<file path="src/rtl/div_ratio_mon.sv">
// div_ratio_mon: measures period/high time of a divided clock and flags lock, ratio match and timeout
//   clk_i, rst_n (async, active low), sig_i (divided clock under measurement)
//   period_o/high_o: last period and high-sample count; valid_o: update pulse
//   lock_o: stable period; match_o: locked at EXP_DIV; tmo_o: no rise within counter range
//   Define DIV_MON_SYNC_EN to pass sig_i through a two-flop synchronizer.
module div_ratio_mon #(
  parameter int CNT_W    = 8,
  parameter int LOCK_CNT = 4,
  parameter int EXP_DIV  = 7
) (
  input  logic             clk_i,
  input  logic             rst_n,
  input  logic             sig_i,
  output logic [CNT_W-1:0] period_o,
  output logic [CNT_W-1:0] high_o,
  output logic             valid_o,
  output logic             lock_o,
  output logic             match_o,
  output logic             tmo_o
);
  typedef enum logic {IDLE, MEAS} state_t;
  localparam logic [CNT_W-1:0] MAX = {CNT_W{1'b1}};
  localparam logic [CNT_W-1:0] EXP = CNT_W'(EXP_DIV);
  localparam logic [3:0] LOCK_M1 = 4'(LOCK_CNT - 1);
  state_t state_q, state_d;
  logic [CNT_W-1:0] per_cnt_q, per_cnt_d, hi_cnt_q, hi_cnt_d, period_q, period_d, high_q, high_d;
  logic [3:0] eq_q, eq_d;
  logic s, s_prev_q, s_prev_d, valid_q, valid_d, lock_q, lock_d, match_q, match_d, tmo_q, tmo_d;
  logic rise, meas, tmo, same;
`ifdef DIV_MON_SYNC_EN
  logic [1:0] sync_q, sync_d;
  assign sync_d = {sync_q[0], sig_i};
  assign s = sync_q[1];
  always_ff @(posedge clk_i or negedge rst_n)
    if (!rst_n) sync_q <= '0;
    else sync_q <= sync_d;
`else
  assign s = sig_i;
`endif
  always_comb begin
    s_prev_d  = s;
    rise      = s & ~s_prev_q;
    meas      = rise && state_q == MEAS;
    // a rise landing on the terminal count is still a valid measurement
    tmo       = state_q == MEAS && !rise && per_cnt_q == MAX;
    same      = per_cnt_q == period_q;
    state_d   = rise ? MEAS : tmo ? IDLE : state_q;
    per_cnt_d = rise ? CNT_W'(1) : state_q == MEAS ? per_cnt_q + 1'b1 : per_cnt_q;
    hi_cnt_d  = rise ? CNT_W'(s) : state_q == MEAS ? hi_cnt_q + CNT_W'(s) : hi_cnt_q;
    period_d  = meas ? per_cnt_q : period_q;
    high_d    = meas ? hi_cnt_q : high_q;
    valid_d   = meas;
    tmo_d     = tmo;
    // equality count saturates so a long locked run keeps lock asserted
    eq_d      = tmo ? 4'd0 : meas ? (same ? (eq_q == LOCK_M1 ? eq_q : eq_q + 4'd1) : 4'd0) : eq_q;
    lock_d    = tmo ? 1'b0 : meas ? eq_d == LOCK_M1 : lock_q;
    match_d   = tmo ? 1'b0 : meas ? (eq_d == LOCK_M1 && per_cnt_q == EXP) : match_q;
  end
  always_ff @(posedge clk_i or negedge rst_n)
    if (!rst_n) begin
      state_q   <= IDLE;
      s_prev_q  <= 1'b0;
      per_cnt_q <= '0;
      hi_cnt_q  <= '0;
      period_q  <= '0;
      high_q    <= '0;
      eq_q      <= '0;
      valid_q   <= 1'b0;
      lock_q    <= 1'b0;
      match_q   <= 1'b0;
      tmo_q     <= 1'b0;
    end else begin
      state_q   <= state_d;
      s_prev_q  <= s_prev_d;
      per_cnt_q <= per_cnt_d;
      hi_cnt_q  <= hi_cnt_d;
      period_q  <= period_d;
      high_q    <= high_d;
      eq_q      <= eq_d;
      valid_q   <= valid_d;
      lock_q    <= lock_d;
      match_q   <= match_d;
      tmo_q     <= tmo_d;
    end
  assign period_o = period_q;
  assign high_o   = high_q;
  assign valid_o  = valid_q;
  assign lock_o   = lock_q;
  assign match_o  = match_q;
  assign tmo_o    = tmo_q;
endmodule

</file>
<file path="config.mk">
export PLATFORM = sky130hd
export DESIGN_NAME = div_ratio_mon
export DESIGN_NICKNAME = d
export VERILOG_FILES = /design/src/rtl/div_ratio_mon.sv
export SDC_FILE = /design/constraint.sdc
export NUM_CORES = 1
export LEC_CHECK = 0
export ABC_AREA = 1
export CAP_MARGIN = 20
export CELL_PAD_IN_SITES_DETAIL_PLACEMENT = 1
export CELL_PAD_IN_SITES_GLOBAL_PLACEMENT = 2
export CORE_AREA = 2 2 70 79
export CTS_CLUSTER_SIZE = 24
export DETAILED_ROUTE_END_ITERATION = 6
export DIE_AREA = 0 0 72 81
export DONT_BUFFER_PORTS = 1
export HOLD_SLACK_MARGIN = 0.06
export PLACE_DENSITY_LB_ADDON = 0.1
export SYNTH_ARGS = -nofsm -noshare
export SYNTH_HDL_FRONTEND = slang
export SYNTH_SLANG_ARGS = --single-unit
</file>
<file path="constraint.sdc">
create_clock -name clk_i -period 3.1 [get_ports clk_i]
set_input_delay 0.465 -clock clk_i [delete_from_list [all_inputs] [get_ports clk_i]]
set_output_delay 0.465 -clock clk_i [all_outputs]
set_load 0.02 [all_outputs]
</file>
Word level (Yosys, flattened, before mapping)

Cells that the tools add are included.
W data, S select, Z words.

Input port bits: 3
Flip-flop bits (word level): 42
Word-level logic and storage cells: 43

Reductions and logical operators: 8
Bitwise operators: 2
$add $sub $neg: 3
Eq/ne operators: 5
Multiplexer cells: 14

Operator list:

| kind                  | number |
|---|---|
| $mux W8               | 4 |
| $mux W4               | 4 |
| $add A8 B1 Y8         | 1 |
| $add A8 B1 Y8 const B | 1 |
| $eq A4 B2 Y1 const B  | 2 |
| $eq A8 B3 Y1 const B  | 1 |
| $eq A8 B8 Y1          | 1 |
| $eq A8 B8 Y1 const B  | 1 |
| $mux W1               | 6 |
| $reduce_bool A2 Y1    | 3 |
| $add A4 B1 Y4 const B | 1 |
| $logic_and A1 B1 Y1   | 4 |
| $and A1 B1 Y1         | 1 |
| $logic_not A1 Y1      | 1 |
| $not A1 Y1            | 1 |

Logic depth before layout (Yosys ltp)

Gate-level depths: netlist (run 1).

Depth in word-level cells: 10
Gate-level depth with buffers: 10

Worst setup path before layout (run 1)

Ideal clock, no wire load.

Kind: input -> register
Start point: input sig_i
End point: register eq_q[2]
Data required time: 2.973 ns
Arrival: 1.259 ns
Path slack: 1.714 ns
Library setup time: 0.127 ns
Stages: 8
Path buffers: 0
Cell sequence: nand2_2 -> inv_2 -> nor2_2 -> nand3_1 -> inv_1 -> nor2_1 -> nand2_1 -> o21ai_0

Word-level cells in the longest chain between the ends: 5
Elaborated cells between the ends (all ways): 7
Those cells by class: mux (2); bitwise (1); reduce/logical (4)

RTL lines:

| element                          | line | text |
|---|---|---|
| start: declaration               | 13   | `input logic sig_i,` |
| $and A1 B1 Y1                    | 42   | `rise = s & ~s_prev_q;` |
| $logic_not A1 Y1                 | 45   | `tmo = state_q == MEAS && !rise && per_cnt_q == MAX;` |
| $logic_and A1 B1 Y1 (2 in a row) | 45   |  |
| via tmo                          | 29   | `logic rise, meas, tmo, same;` |
| $mux W4                          | 55   | `eq_d = tmo ? 4'd0 : meas ? (same ? (eq_q == LOCK_M1 ? eq_q : eq_q + 4'd1) : 4'd0) : eq_q;` |
| via eq_d[2]                      | 27   | `logic [3:0] eq_q, eq_d;` |
| end signal: assignment           | 79   | `eq_q <= eq_d;` |
| end: declaration                 | 27   |  |

The timed path passes the listed nets, and every way through them passes these cells.
A chain may end at the register's enable or synchronous reset.

Worst setup path in the final report (run 1)

Start point: register s_prev_q
End point: register match_q, in the netlist match_o

Word-level cells in the longest chain between the ends: 10
Elaborated cells between the ends (all ways): 13
Those cells by class: eq/ne (1); mux (4); bitwise (2); reduce/logical (6)

RTL lines:

| element                          | line | text |
|---|---|---|
| start: declaration               | 28   | `logic s, s_prev_q, s_prev_d, valid_q, valid_d, lock_q, lock_d, match_q, match_d, tmo_q, tmo_d;` |
| start signal: assignment         | 74   | `s_prev_q <= s_prev_d;` |
| $not A1 Y1 (*)                   | 42   |  |
| $and A1 B1 Y1 (*)                | 42   |  |
| $logic_not A1 Y1                 | 45   |  |
| $logic_and A1 B1 Y1 (2 in a row) | 45   |  |
| $mux W4                          | 55   |  |
| $eq A4 B2 Y1                     | 57   | `match_d = tmo ? 1'b0 : meas ? (eq_d == LOCK_M1 && per_cnt_q == EXP) : match_q;` |
| $logic_and A1 B1 Y1              | 57   |  |
| $mux W1 (2 in a row)             | 57   |  |
| end signal: assignment           | 82   | `match_q <= match_d;` |
| end: declaration                 | 28   |  |

Mark *: on every way between the ends. The rest lies on a longest branch, timed or not. The select of a mux whose other input is x is not followed.

==> results, run 1 <==
- The initial core utilization is 38.0%.
- The worst register-to-register path ends at match_o$_DFFE_PN0P_.
- The remaining antenna violation count is 0.
- The parity-gate share of the synthesized area counting xor and xnor cells is ~3.1%.
- The largest voltage drop on the vdd net is around 0.28 mV.
- Setup repair after global routing left no endpoint under its margin.
- In this run the biggest area consumer among cell types represents approximately 54% of the synthesized area.
- The share of the core filled with cells is 42.0%.
- The share of synthesized area spent on multiplexers is 0%.
- After detailed routing, the number of remaining DRC violations is 0.
- The slew at the pin closest to its max-slew limit is a little under 0.4 ns.
- The core footprint is 5150 um^2.
- The clock arrives with approximately 0.0039 ns of skew.
- Wires add up to between 4000 and 5000 um.
- The kind of cell adding the most delay to the critical path is simple AND/OR/NAND/NOR gates.
- The number of warnings printed during yosys synthesis is 0.
- Subtracting the final worst setup slack from the clock period gives 1.74 ns.
- The origin of the critical flop-to-flop path is s_prev_q$_DFF_PN0_.
- The share of total power in the clock network is approximately 28%.
- The final-report hold violation count is 0.
- The max-slew violation total from the final report is 0.
- After the first detailed-routing iteration, the DRC count stood at 26.
- The net switching fraction of the power is a little over a third.
- Data arrives at the worst endpoint at about 2.0 ns.
- The post-synthesis share of cell area spent on and, or, nand and nor gates is a little under a quarter.
- The reported max-cap violation count is 0.
- The total negative slack is 0 ns.
- The worst-case headroom to the max-slew limit is 73.4%.
- Once placement finished, the instance area stood at 2020 um^2.
- The count of H-tree levels built during CTS is 2.
- The area growth from synthesis to layout is 10.6%.
- The number of buffer and inverter instances along the worst setup path is 2.
- The via count of the first global-routing pass is around 1.6k.
- The worst hold-check path type is in -> reg.
- The detailed router placed between 1.5k and 2k vias in this run.
- Pin placement for this block handled 23 I/O pins.
- The synthesized netlist net count is 236.
- For this run, the top clock speed supported by timing is ~570 MHz.
- In this run, CTS created clock tree buffers numbering 5.
- The critical path's most frequent cell is nand3_1.
- STA classifies the critical path endpoint as a register.
- Entering global routing, the biggest net connects 43 pins.
- The fraction of final layout cells sized beyond drive strength 1 is around 6.4%.
- The fraction of the yosys area taken by sequential cells is a little over half.
- The count of distinct cell types in the synthesized netlist is 26.
- Using the TritonRoute via totals, the vias-per-cell ratio works out to 5.08.
- Global routing consumed, on the met1 layer, between 20% and 30% of the routing resources.
- The global-route track usage on met2 is between 30% and 40%.
- The number of antenna violations at the first check in global routing is 0.
- The global-route congestion overflow total is 0.
- Walking the worst path, the cells encountered are inv_1 > nand2_2 > nor2_8 > inv_2 > a21oi_2 > nand3_1 > nor2_1 > nand3_1 > nand2_1.
- The number of fillers in the final layout is around 630.
- Among all stages on the critical path, the largest delay is contributed by dfrtp_1.
- The leakage power of the design is 1.03 nW.
- After legalization and detailed placement, the total HPWL measured between 3000 and 4000 um.
- The number of antenna repair diodes is 0.
- The cell type with the highest aggregate area in the netlist is dfrtp_1.
- Setup slack on the worst reg-to-reg path comes out at between 1 and 1.5 ns.
- No sink is reached through more buffers than the 2 on the longest clock path.
- Per report_power, the sequential group accounts for about half of the total.
- The maximum fanout count along the critical path is 26.
- The synthesized cell area is 1960 um^2.
- The clock latency of the later-clocked register in the worst-skew pair is ~0.30 ns.
- The number of optimization iterations in the first detailed-route pass is 4.
- At the end of routability-driven placement, the weighted congestion stood at ~0.80.
- The worst hold path begins at sig_i.
- The die width is 72 um.
- After synthesis, the mean cell area works out to 8.54 um^2.
- The count of input and output buffers is 0.
- After synthesis the netlist holds a flip-flop and latch count of between 40 and 50.
- The post-synthesis cell count is between 200 and 250.
- The part of the total power dissipated in combinational logic is 20.6%.
- The floorplan step defined a die boundary enclosing roughly 5800 um^2.
- The summed area of non-filler cells in the final layout is between 2000 and 2500 um^2.
- In the global route stage, overall resource usage came out at ~18%.
- The worst hold path stage count is 0.
- Final hold analysis gives a worst-case slack of 0.188 ns.
- The first global-routing pass estimated approximately 7800 um of wire.
- The worst setup path is launched from a register.
- The cell internal power dissipation is ~0.001 W.
- Sorting the synthesized cells by area gives the leading types as dfrtp_1, nand2_1, o21ai_0.
- TritonCTS built the clock tree.
- The clock transition at the registers of the reported paths is around 0.080 ns.
- The worst setup path is of the reg -> reg kind.
- In this run the power density over the cells is around 730 nW/um^2.
- Global routing consumed, on the met3 layer, under 10% of the routing resources.
- The cell chosen for the clock root is clkbuf_8.
- The flow ran to the end, and the final reports show no timing, DRC or antenna violations.
- The adder-cell area share of the yosys netlist is around 2.6%.
- The highest cell delay on the worst timing path is 0.37 ns.
- The layer with the highest usage is met2.
- Counting cells, the worst reg-to-reg path comes to 9.
- Gates resized during post-CTS repair numbered 0.
- The data required time of the worst path is approximately 3.3 ns.
- The routed length per placed instance is around 15 um.
- The count of final setup violators is 0.
- Of the available clock period, the critical path in the final layout requires 56.2%.
- At the end of the flow, the number of nets in the layout was roughly 240.
- Summing the areas of all compound-gate instances in the mapped netlist gives between 10 and 15% of the synthesized area.
- The y dimension of the die is ~81 um.
- The number of sinks handled by clock tree synthesis is 42.
- After synthesis, the largest family of logic cells by area is simple AND/OR/NAND/NOR gates.
- The worst hold path endpoint is s_prev_q$_DFF_PN0_.
- The analysis attributes to net switching a power of around 0.00055 W.
- The number of standard-cell rows in the floorplan is 28.
==> flip-flops by register name, indices dropped and copies added, names as in the netlist <==
signal	flops
s_prev_q	1
match_o	1
eq_q	4
high_o	8
valid_o	1
lock_o	1
tmo_o	1
state_q	1
hi_cnt_q	8
per_cnt_q	8
period_o	8
==> power groups by stage <==
stage	Clock, W	Sequential, W	Combinational [W]
floorplan	0	0.000794	0.000250
global placement	0	0.000824	0.000309
detailed placement	0	0.000825	0.000316
CTS	0.000443	0.000815	0.000335
global route	0.000461	0.000832	0.000381
finish	0.000432	0.000814	0.000324
==> per-stage QoR <==
step                worst slack [ns]  total power [W]  instances
finish                          1.36          0.00157        296
global route                    1.16          0.00167        296
CTS                             1.33          0.00159        296
detailed placement              1.31          0.00114        286
global placement                1.35          0.00113        286
floorplan                       1.71          0.00104        229
==> area by class of cell <==
class / instances / area [um^2] / area share, %
timing repair buffer: 2 / 37.5 / 1.74
inverter: 31 / 116 / 5.38
clock inverter: 1 / 30.0 / 1.39
clock buffer: 7 / 76.3 / 3.53
sequential: 42 / 1050 / 48.6
tap: 60 / 75.1 / 3.47
multi-input combinational: 153 / 776 / 35.9
==> cells in the final DEF, fill, tap and decap left out <==
cell / count
a21oi_1: 9
a21oi_2: 2
a31oi_1: 1
and3_1: 1
buf_16: 1
bufinv_16: 1
clkbuf_1: 2
clkbuf_8: 5
dfrtp_1: 42
dlygate4sd3_1: 1
ha_1: 4
inv_1: 28
inv_2: 3
nand2_1: 58
nand2_2: 1
nand3_1: 9
nand3b_1: 2
nand4_1: 4
nor2_1: 16
nor2_2: 1
nor2_8: 1
nor3_1: 6
nor3b_1: 1
nor4_1: 1
o21ai_0: 27
o22a_1: 1
o22ai_1: 1
xnor2_1: 6
xor2_1: 1
==> cells in the mapped netlist, drive strengths merged <==
| library cell | count |
|---|---|
| o21ai | 27 |
| nor4 | 1 |
| a31oi | 1 |
| nand3b | 2 |
| o22ai | 1 |
| inv | 31 |
| nor3b | 1 |
| nand3 | 9 |
| a21oi | 11 |
| nor2 | 18 |
| ha | 4 |
| nand4 | 4 |
| nor3 | 6 |
| buf | 1 |
| xor2 | 1 |
| and3 | 1 |
| nand2 | 59 |
| o22a | 1 |
| clkbuf | 2 |
| xnor2 | 6 |
| dfrtp | 42 |
==> what timing repair did <==
item,4_1_cts,5_1_grt
hold endpoints to repair,42,0
setup buffers,0,0
hold buffers,2,0
==> logic make-up after synthesis <==
| kind of cell | count (synthesis) |
|---|---|
| AOI/OAI and AO/OA | 41 |
| buffers and inverters | 34 |
| and+or+nand+nor | 101 |
| DFF | 42 |
| xor gates and xnor gates | 7 |
| adders and majority gates | 4 |
==> worst max path at each step <==
| stage | startpoint | to | slack (ns) | cells after the start |
|---|---|---|---|---|
| floorplan | sig_i | eq_q[2]$_DFF_PN0_ | 1.71 | 8 |
| global placement | sig_i | match_o$_DFFE_PN0P_ | 1.35 | 8 |
| detailed placement | sig_i | match_o$_DFFE_PN0P_ | 1.31 | 8 |
| CTS | s_prev_q$_DFF_PN0_ | match_o$_DFFE_PN0P_ | 1.33 | 9 |
| global route | s_prev_q$_DFF_PN0_ | match_o$_DFFE_PN0P_ | 1.16 | 9 |
| finish | s_prev_q$_DFF_PN0_ | match_o$_DFFE_PN0P_ | 1.36 | 9 |
==> metal layers <==
| metal | share of wire [%] | vias to the layer above |
|---|---|---|
| li1 | - | 752 |
| met1 | 44 | 730 |
| met2 | 52 | 16 |
| met3 | 2.3 | 6 |
| met4 | 1.7 | 0 |
| met5 | 0 | - |
Note: power is estimated with default switching activity, not from simulation.
==> run 2: changes to the inputs <==
--- a/config.mk
+++ b/config.mk
@@ -9,10 +9,10 @@
 export CAP_MARGIN = 20
 export CELL_PAD_IN_SITES_DETAIL_PLACEMENT = 1
 export CELL_PAD_IN_SITES_GLOBAL_PLACEMENT = 2
-export CORE_AREA = 2 2 70 79
+export CORE_AREA = 2 2 76 85
 export CTS_CLUSTER_SIZE = 24
 export DETAILED_ROUTE_END_ITERATION = 6
-export DIE_AREA = 0 0 72 81
+export DIE_AREA = 0 0 78 87
 export DONT_BUFFER_PORTS = 1
 export HOLD_SLACK_MARGIN = 0.06
 export PLACE_DENSITY_LB_ADDON = 0.1
==> constraint.sdc (replaced) <==
create_clock -name clk_i -period 1.4 [get_ports clk_i]
set_input_delay 0.21 -clock clk_i [delete_from_list [all_inputs] [get_ports clk_i]]
set_output_delay 0.21 -clock clk_i [all_outputs]
set_load 0.02 [all_outputs]
==> run 2 against run 1 <==
  * The flow now finishes with violations (setup timing)
  * Total power rose by 140%
  * Combinational power increased to 4.0 times the previous value
  * Via count grew 12%
  * Global-route usage is 1.1 points lower
  * Core utilization increased by 0.93 points
  * Largest power group unchanged
  * Clock skew rose by 0.0043 ns
  * Hold slack got worse by 0.0018 ns
  * Non-clock buffer count up 39
  * Die area grew 16%
  * Register-to-register slack worse by 1.4 ns
==> results, run 2 (synthesis gave the netlist of run 1 again) <==
- The share of total power in the clock network came to 19.4% (was 27.5%).
- The number of sinks handled by clock tree synthesis is 42 (unchanged).
- The count of H-tree levels built during CTS is 2 (unchanged).
- The net switching fraction of the power is 36.2% (was 34.8%).
- The number of optimization iterations in the first detailed-route pass came to 4 (unchanged).
- Result of the run: complete, but fails checks (was complete, no violations).
- The slew at the pin closest to its max-slew limit came to 0.287 ns (was 0.396 ns).
- The power dissipated by switching net loads is 0.00135 W (was 0.000546 W).
- The reported max-cap violation count was 0 (unchanged).
- The number of standard-cell rows in the floorplan is 30 (was 28).
- The count of input and output buffers is 0 (unchanged).
- The kind of cell adding the most delay to the critical path was simple AND/OR/NAND/NOR gates (unchanged).
- The setup slack of the most critical reg-to-reg path was -0.02 ns (was 1.36 ns).
- The die width is 78 um (was 72 um).
- The CTS tree is done (unchanged).
- The final worst slack is -0.0162 ns (was 1.36 ns).
- The number of I/O pins is 23 (unchanged).
- The summed area of non-filler cells in the final layout is 2580 um^2 (was 2160 um^2).
- The placer's final routability congestion estimate is 0.748 (was 0.802).
- The number of buffer and inverter instances along the worst setup path was 2 (unchanged).
- The worst-case headroom to the max-slew limit is 80.7% (was 73.4%).
- The initial core utilization is 32.6% (was 38.0%).
- RSZ-0062 raised after global routing: yes (was no).
- The power per standard cell area is 1450 nW/um^2 (was 726 nW/um^2).
- The post-place instance area is 2250 um^2 (was 2020 um^2).
- The max-slew violation total from the final report is 0 (unchanged).
- The count of final setup violators is 2 (was 0).
- The type of the worst setup path is reg -> reg (unchanged).
- The largest voltage drop on the vdd net is 0.548 mV (was 0.280 mV).
- The highest cell delay on the worst timing path came to 0.44 ns (was 0.37 ns).
- The remaining antenna violation count was 0 (unchanged).
- Crit path cell chain: inv_2 > nor2_8 > inv_2 > a21oi_2 > nand3_1 > nor2_1 > nand3_1 > nand2_1 (was inv_1 > nand2_2 > nor2_8 > inv_2 > a21oi_2 > nand3_1 > nor2_1 > nand3_1 > nand2_1).
- The iteration-0 DRC count of the detailed router is 46 (was 26).
- The number of antenna violations at the first check in global routing came to 0 (unchanged).
- The data arrival time of the critical path was 1.65 ns (was 1.98 ns).
- The maximum achievable frequency is 706 MHz (was 574 MHz).
- The cell chosen for the clock root is clkbuf_8 (unchanged).
- The proportion of power drawn by flip-flops and latches is 45.8% (was 51.9%).
- The y dimension of the die is 87 um (was 81 um).
- The checks that failed: setup timing.
- The number of antenna repair diodes came to 0 (unchanged).
- The leakage power of the design is 1.22 nW (was 1.03 nW).
- The worst setup timing slack at the placement stage is -0.0803 ns (was 1.31 ns).
- The DRC violations left is 0 (unchanged).
- The buffer levels on the longest clock path is 2 (unchanged).
- The clock transition at the registers of the reported paths is 0.07 ns (was 0.08 ns).
- The element type at the critical path start is a register (unchanged).
- The worst hold-check path type was in -> reg (unchanged).
- The endpoint class of the critical path was a register (unchanged).
- The post-layout minimum cycle time is 1.42 ns (was 1.74 ns).
- The final worst clock skew came to 0.00817 ns (was 0.00391 ns).
- The via density per instance is 4.74 (was 5.08).
- The clock latency of the later-clocked register in the worst-skew pair is 0.29 ns (was 0.30 ns).
- The total global-route track usage is 16.5% (was 17.5%).
- The first-pass GRT wire length is 8690 um (was 7760 um).
- The global-route congestion overflow total is 0 (unchanged).
- Most frequent cells in the layout: nand2_1, dfrtp_1, buf_4 (was nand2_1, dfrtp_1, inv_1).
- The total number of nets in the final design was 281 (was 242).
- The number of buffers added by the clock tree synthesis step is 5 (unchanged).
- The share of the core filled with cells is 42.9% (was 42.0%).
- The largest net degree at the start of global routing is 43 (unchanged).
- The final-report hold violation count is 0 (unchanged).
- The detailed-route wire length is 5170 um (was 4520 um).
- The most common library cell in the layout ignoring fill and taps is nand2_1 (unchanged).
- The core footprint was 6010 um^2 (was 5150 um^2).
- The via count is 1678 (was 1504).
- The fraction of final layout cells sized beyond drive strength 1 was 28.8% (was 6.36%).
- The routed length per placed instance came to 14.6 um (was 15.3 um).
- The via count of the first global-routing pass is 1850 (was 1640).
- The post-route clock period utilization is 101% (was 56.2%).
- The cell internal power dissipation is 0.00238 W (was 0.00102 W).
- The worst-path cell with the longest stage delay is dfrtp_2 (was dfrtp_1).
- The maximum fanout count along the critical path is 7 (was 26).
- The data required time of the worst path is 1.63 ns (was 3.34 ns).
- The sum of net half-perimeters after detailed placement is 3780 um (was 3360 um).
- The part of the total power dissipated in combinational logic is 34.8% (was 20.6%).
- The die footprint came to 6790 um^2 (was 5830 um^2).
- The area growth from synthesis to layout was 31.8% (was 10.6%).
-- run 2: path summary, 6_finish.rpt --
check,cells after the start,from,to
worst max register to register,8,state_q$_DFFE_PN0P_,match_o$_DFFE_PN0P_
worst max-delay path,8,state_q$_DFFE_PN0P_,match_o$_DFFE_PN0P_
max in group asynchronous,2,rst_n,per_cnt_q[6]$_DFFE_PN0P_
min in group asynchronous,2,rst_n,eq_q[2]$_DFF_PN0_
worst min register to register,1,hi_cnt_q[5]$_DFFE_PN0P_,hi_cnt_q[5]$_DFFE_PN0P_
worst min-delay path,3,sig_i,per_cnt_q[7]$_DFFE_PN0P_
-- run 2: worst register-to-register path, cell delays in order, from the launching register on --
cell and delay [ns]:
dfrtp_2 0.44, inv_2 0.12, nor2_8 0.19, inv_2 0.08, a21oi_2 0.15, nand3_1 0.10, nor2_1 0.14, nand3_1 0.08
nand2_1 0.06
-- run 2: metrics by stage --
step / setup TNS, ns / hold slack, ns / total power, W / cells
floorplan: 0 / -0.0856 / 0.00231 / 229
global placement: -0.000102 / -0.0837 / 0.00272 / 333
detailed placement: -0.271 / -0.0837 / 0.00278 / 333
CTS: -0.0133 / 0.250 / 0.00360 / 344
global route: -0.599 / 0.208 / 0.00402 / 354
finish: -0.0185 / 0.186 / 0.00373 / 354
-- run 2: final cells by class --
cell class | instances | area (um^2)
fill | 728 | 3430
sequential | 42 | 1060
multi-input combinational | 153 | 892
timing repair buffer | 41 | 337
inverter | 31 | 116
tap | 80 | 100
clock buffer | 7 | 76.3
-- run 2: per-layer routing --
metal	vias to the layer above	track usage [%]	part of all wire, %
li1	823	-	-
met5	-	0	0
met1	824	19.5	44
met2	25	30.1	52
met4	0	4.63	1.1
met3	6	3.53	3.4
-- run 2: power by group through the flow --
stage / Clock [W] / Combinational, W / Sequential (W)
after floorplan: 0 / 0.000553 / 0.00176
after global placement: 0 / 0.00101 / 0.00171
after detailed placement: 0 / 0.00106 / 0.00172
after CTS: 0.000762 / 0.00115 / 0.00169
after global routing: 0.000810 / 0.00147 / 0.00174
final: 0.000723 / 0.00130 / 0.00171
-- run 2: what timing repair did --
action | 4_1_cts | 5_1_grt
endpoints found under the setup margin | 7 | 13
endpoints found under the hold margin | 43 | 0
setup buffers | 1 | 10
resized for setup | 10 | 30
pin swaps | 0 | 8
hold buffers | 3 | 0
==> run 3: changes to the inputs <==
--- a/config.mk
+++ b/config.mk
@@ -16,6 +16,7 @@
 export DONT_BUFFER_PORTS = 1
 export HOLD_SLACK_MARGIN = 0.06
 export PLACE_DENSITY_LB_ADDON = 0.1
+export RECOVER_POWER = 50
 export SYNTH_ARGS = -nofsm -noshare
 export SYNTH_HDL_FRONTEND = slang
 export SYNTH_SLANG_ARGS = --single-unit
==> run 3 against run 2 <==
  * The run still ends with setup timing left
  * Sequential share of layout area up 0.32 points
  * Fmax grew 0.36%
  * Design area shrank 0.78%
  * Non-clock buffer count unchanged
  * Hold slack hardly changed
  * Register-to-register slack hardly changed
  * Critical path depth did not move
  * Sequential power barely moved
  * Flip-flop and latch count did not move
  * Critical endpoint unchanged
  * Highest routed layer unchanged
==> results, run 3 (synthesis gave the netlist of run 1 again) <==
- Result of the run: complete, but fails checks (unchanged).
- Failing checks: setup timing (unchanged).
- The number of optimization iterations in the first detailed-route pass was 4 (unchanged).
- The worst-case headroom to the max-slew limit is 61.4% (was 80.7%).
- The die width is 78 um (unchanged).
- The most common library cell in the layout ignoring fill and taps is nand2_1 (unchanged).
- The largest voltage drop on the vdd net is 0.548 mV (about the same).
- The final-report hold violation count came to 0 (unchanged).
- The data required time of the worst path is 1.63 ns (about the same).
- The leakage power of the design was 1.21 nW (was 1.22 nW).
- The global-route congestion overflow total is 0 (unchanged).
- The via count of the first global-routing pass was 1850 (unchanged).
- The worst-path cell with the longest stage delay is dfrtp_2 (unchanged).
- The y dimension of the die is 87 um (unchanged).
- The reported max-cap violation count is 0 (unchanged).
- The post-place instance area came to 2250 um^2 (unchanged).
- The core footprint was 6010 um^2 (unchanged).
- The die footprint is 6790 um^2 (unchanged).
- The CTS tree is done (unchanged).
- The number of antenna violations at the first check in global routing came to 0 (unchanged).
- The data arrival time of the critical path is 1.64 ns (was 1.65 ns).
- The number of I/O pins is 23 (unchanged).
- The area growth from synthesis to layout is 30.8% (was 31.8%).
- The number of standard-cell rows in the floorplan is 30 (unchanged).
- Crit path cell chain: inv_2 > nor2_8 > inv_2 > a21oi_2 > nand3_1 > nor2_1 > nand3_1 > nand2_1 (unchanged).
- The maximum achievable frequency is 709 MHz (was 706 MHz).
- The number of buffers added by the clock tree synthesis step is 5 (unchanged).
- The count of input and output buffers is 0 (unchanged).
- The DRC violations left is 0 (unchanged).
- The kind of cell adding the most delay to the critical path is simple AND/OR/NAND/NOR gates (unchanged).
- The number of sinks handled by clock tree synthesis is 42 (unchanged).
- The clock transition at the registers of the reported paths came to 0.07 ns (about the same).
- The cell chosen for the clock root is clkbuf_8 (unchanged).
- The count of H-tree levels built during CTS was 2 (unchanged).
- The launch point of the worst hold path is sig_i (unchanged).
- The iteration-0 DRC count of the detailed router was 43 (was 46).
- The total global-route track usage was 16.5% (unchanged).
- The remaining antenna violation count is 0 (unchanged).
- The buffer levels on the longest clock path came to 2 (unchanged).
- The power per standard cell area is 1450 nW/um^2 (about the same).
- The origin of the critical flop-to-flop path is state_q$_DFFE_PN0P_ (unchanged).
- The post-layout total power is 0.00372 W (was 0.00373 W).
- The maximum fanout count along the critical path came to 7 (unchanged).
- The clock latency of the later-clocked register in the worst-skew pair is 0.29 ns (about the same).
- The type of the worst setup path is reg -> reg (unchanged).
- The total number of nets in the final design was 281 (unchanged).
- The via density per instance is 4.76 (was 4.74).
- Most frequent cells in the layout: nand2_1, dfrtp_1, buf_4 (unchanged).
- The count of final setup violators is 1 (was 2).
- The sum of net half-perimeters after detailed placement is 3780 um (unchanged).
- The largest net degree at the start of global routing was 43 (unchanged).
- The placer's final routability congestion estimate was 0.748 (unchanged).
- The final worst clock skew is 0.00719 ns (was 0.00817 ns).
- The fraction of final layout cells sized beyond drive strength 1 is 28.8% (unchanged).
- The via count came to 1685 (was 1678).
- The first-pass GRT wire length came to 8690 um (unchanged).
- The slew at the pin closest to its max-slew limit was 0.579 ns (was 0.287 ns).
- The number of antenna repair diodes came to 0 (unchanged).
- The max-slew violation total from the final report is 0 (unchanged).
- The final worst slack is -0.0111 ns (was -0.0162 ns).
- The initial core utilization came to 32.6% (unchanged).
- The post-layout minimum cycle time was 1.41 ns (was 1.42 ns).
- The worst setup path startpoint is state_q$_DFFE_PN0P_ (unchanged).
- The endpoint class of the critical path is a register (unchanged).
- The post-route clock period utilization is 101% (about the same).
- The summed area of non-filler cells in the final layout is 2560 um^2 (was 2580 um^2).
- The worst hold-check path type is in -> reg (unchanged).
- The detailed-route wire length is 5140 um (was 5170 um).
- The routed length per placed instance is 14.5 um (was 14.6 um).
- The element type at the critical path start was a register (unchanged).
- The number of buffer and inverter instances along the worst setup path is 2 (unchanged).
- RSZ-0062 raised after global routing: yes (unchanged).
- The highest cell delay on the worst timing path was 0.44 ns (about the same).
==> run 3: cell type report <==
type	count	area (um^2)
clock buffers	7	76.3
well taps	80	100
flip-flops and latches	42	1060
multi-input cells	153	892
fillers	730	3450
repair buffers	41	317
inverters	31	116
==> run 3: report_power, final <==
| group | leakage [nW] | switching [W] | internal [W] |
|---|---|---|---|
| Sequential | 0.548 | 0.000271 | 0.00144 |
| Clock | 0.0383 | 0.000377 | 0.000343 |
| Combinational | 0.625 | 0.000697 | 0.000594 |
| Total | 1.21 | 0.00134 | 0.00238 |
==> run 3: metal layers <==
| metal | share of wire (%) | wire length [um] | vias up | global-route usage, % |
|---|---|---|---|---|
| met3 | 2.7 | 141 | 6 | 3.53 |
| met2 | 53 | 2730 | 18 | 30.1 |
| met5 | 0 | 0 | - | 0 |
| li1 | - | - | 823 | - |
| met4 | 1.1 | 56 | 0 | 4.63 |
| met1 | 43 | 2210 | 838 | 19.5 |
==> run 3: repair_timing <==
action | in CTS | in global routing
buffers inserted | 1 | 10
gates resized for setup | 10 | 30
pin swaps | 0 | 8
hold buffers | 3 | 0
endpoints found under the hold margin | 43 | 0
endpoints found under the setup margin | 7 | 13
==> run 3: worst paths after layout <==
path	end	slack (ns)	cells after the start
setup / recovery	match_o$_DFFE_PN0P_	-0.01	8
hold / removal	per_cnt_q[7]$_DFFE_PN0P_	0.19	3
setup reg to reg	match_o$_DFFE_PN0P_	-0.01	8
hold reg to reg	hi_cnt_q[5]$_DFFE_PN0P_	0.53	1
max in group asynchronous	per_cnt_q[6]$_DFFE_PN0P_	0.48	2
min in group asynchronous	eq_q[1]$_DFF_PN0_	0.50	2
==> run 3: tightest hold or removal path, cell delays in order <==
cell and delay [ns]:
nand2_4 0.08, o21ai_0 0.09, a21oi_1 0.05
==> run 3: through the flow <==
step / hold slack, ns / instances / setup TNS, ns / setup slack [ns] / utilization [%]
CTS: 0.250 / 344 / -0.0133 / -0.00912 / 40.0
global route: 0.208 / 354 / -0.599 / -0.117 / 42.6
detailed placement: -0.0837 / 333 / -0.271 / -0.0803 / 37.4
floorplan: -0.0856 / 229 / 0 / 0.0598 / -
finish: 0.186 / 354 / -0.0111 / -0.0111 / 42.6
global placement: -0.0837 / 333 / -0.000102 / -0.000102 / 37.4
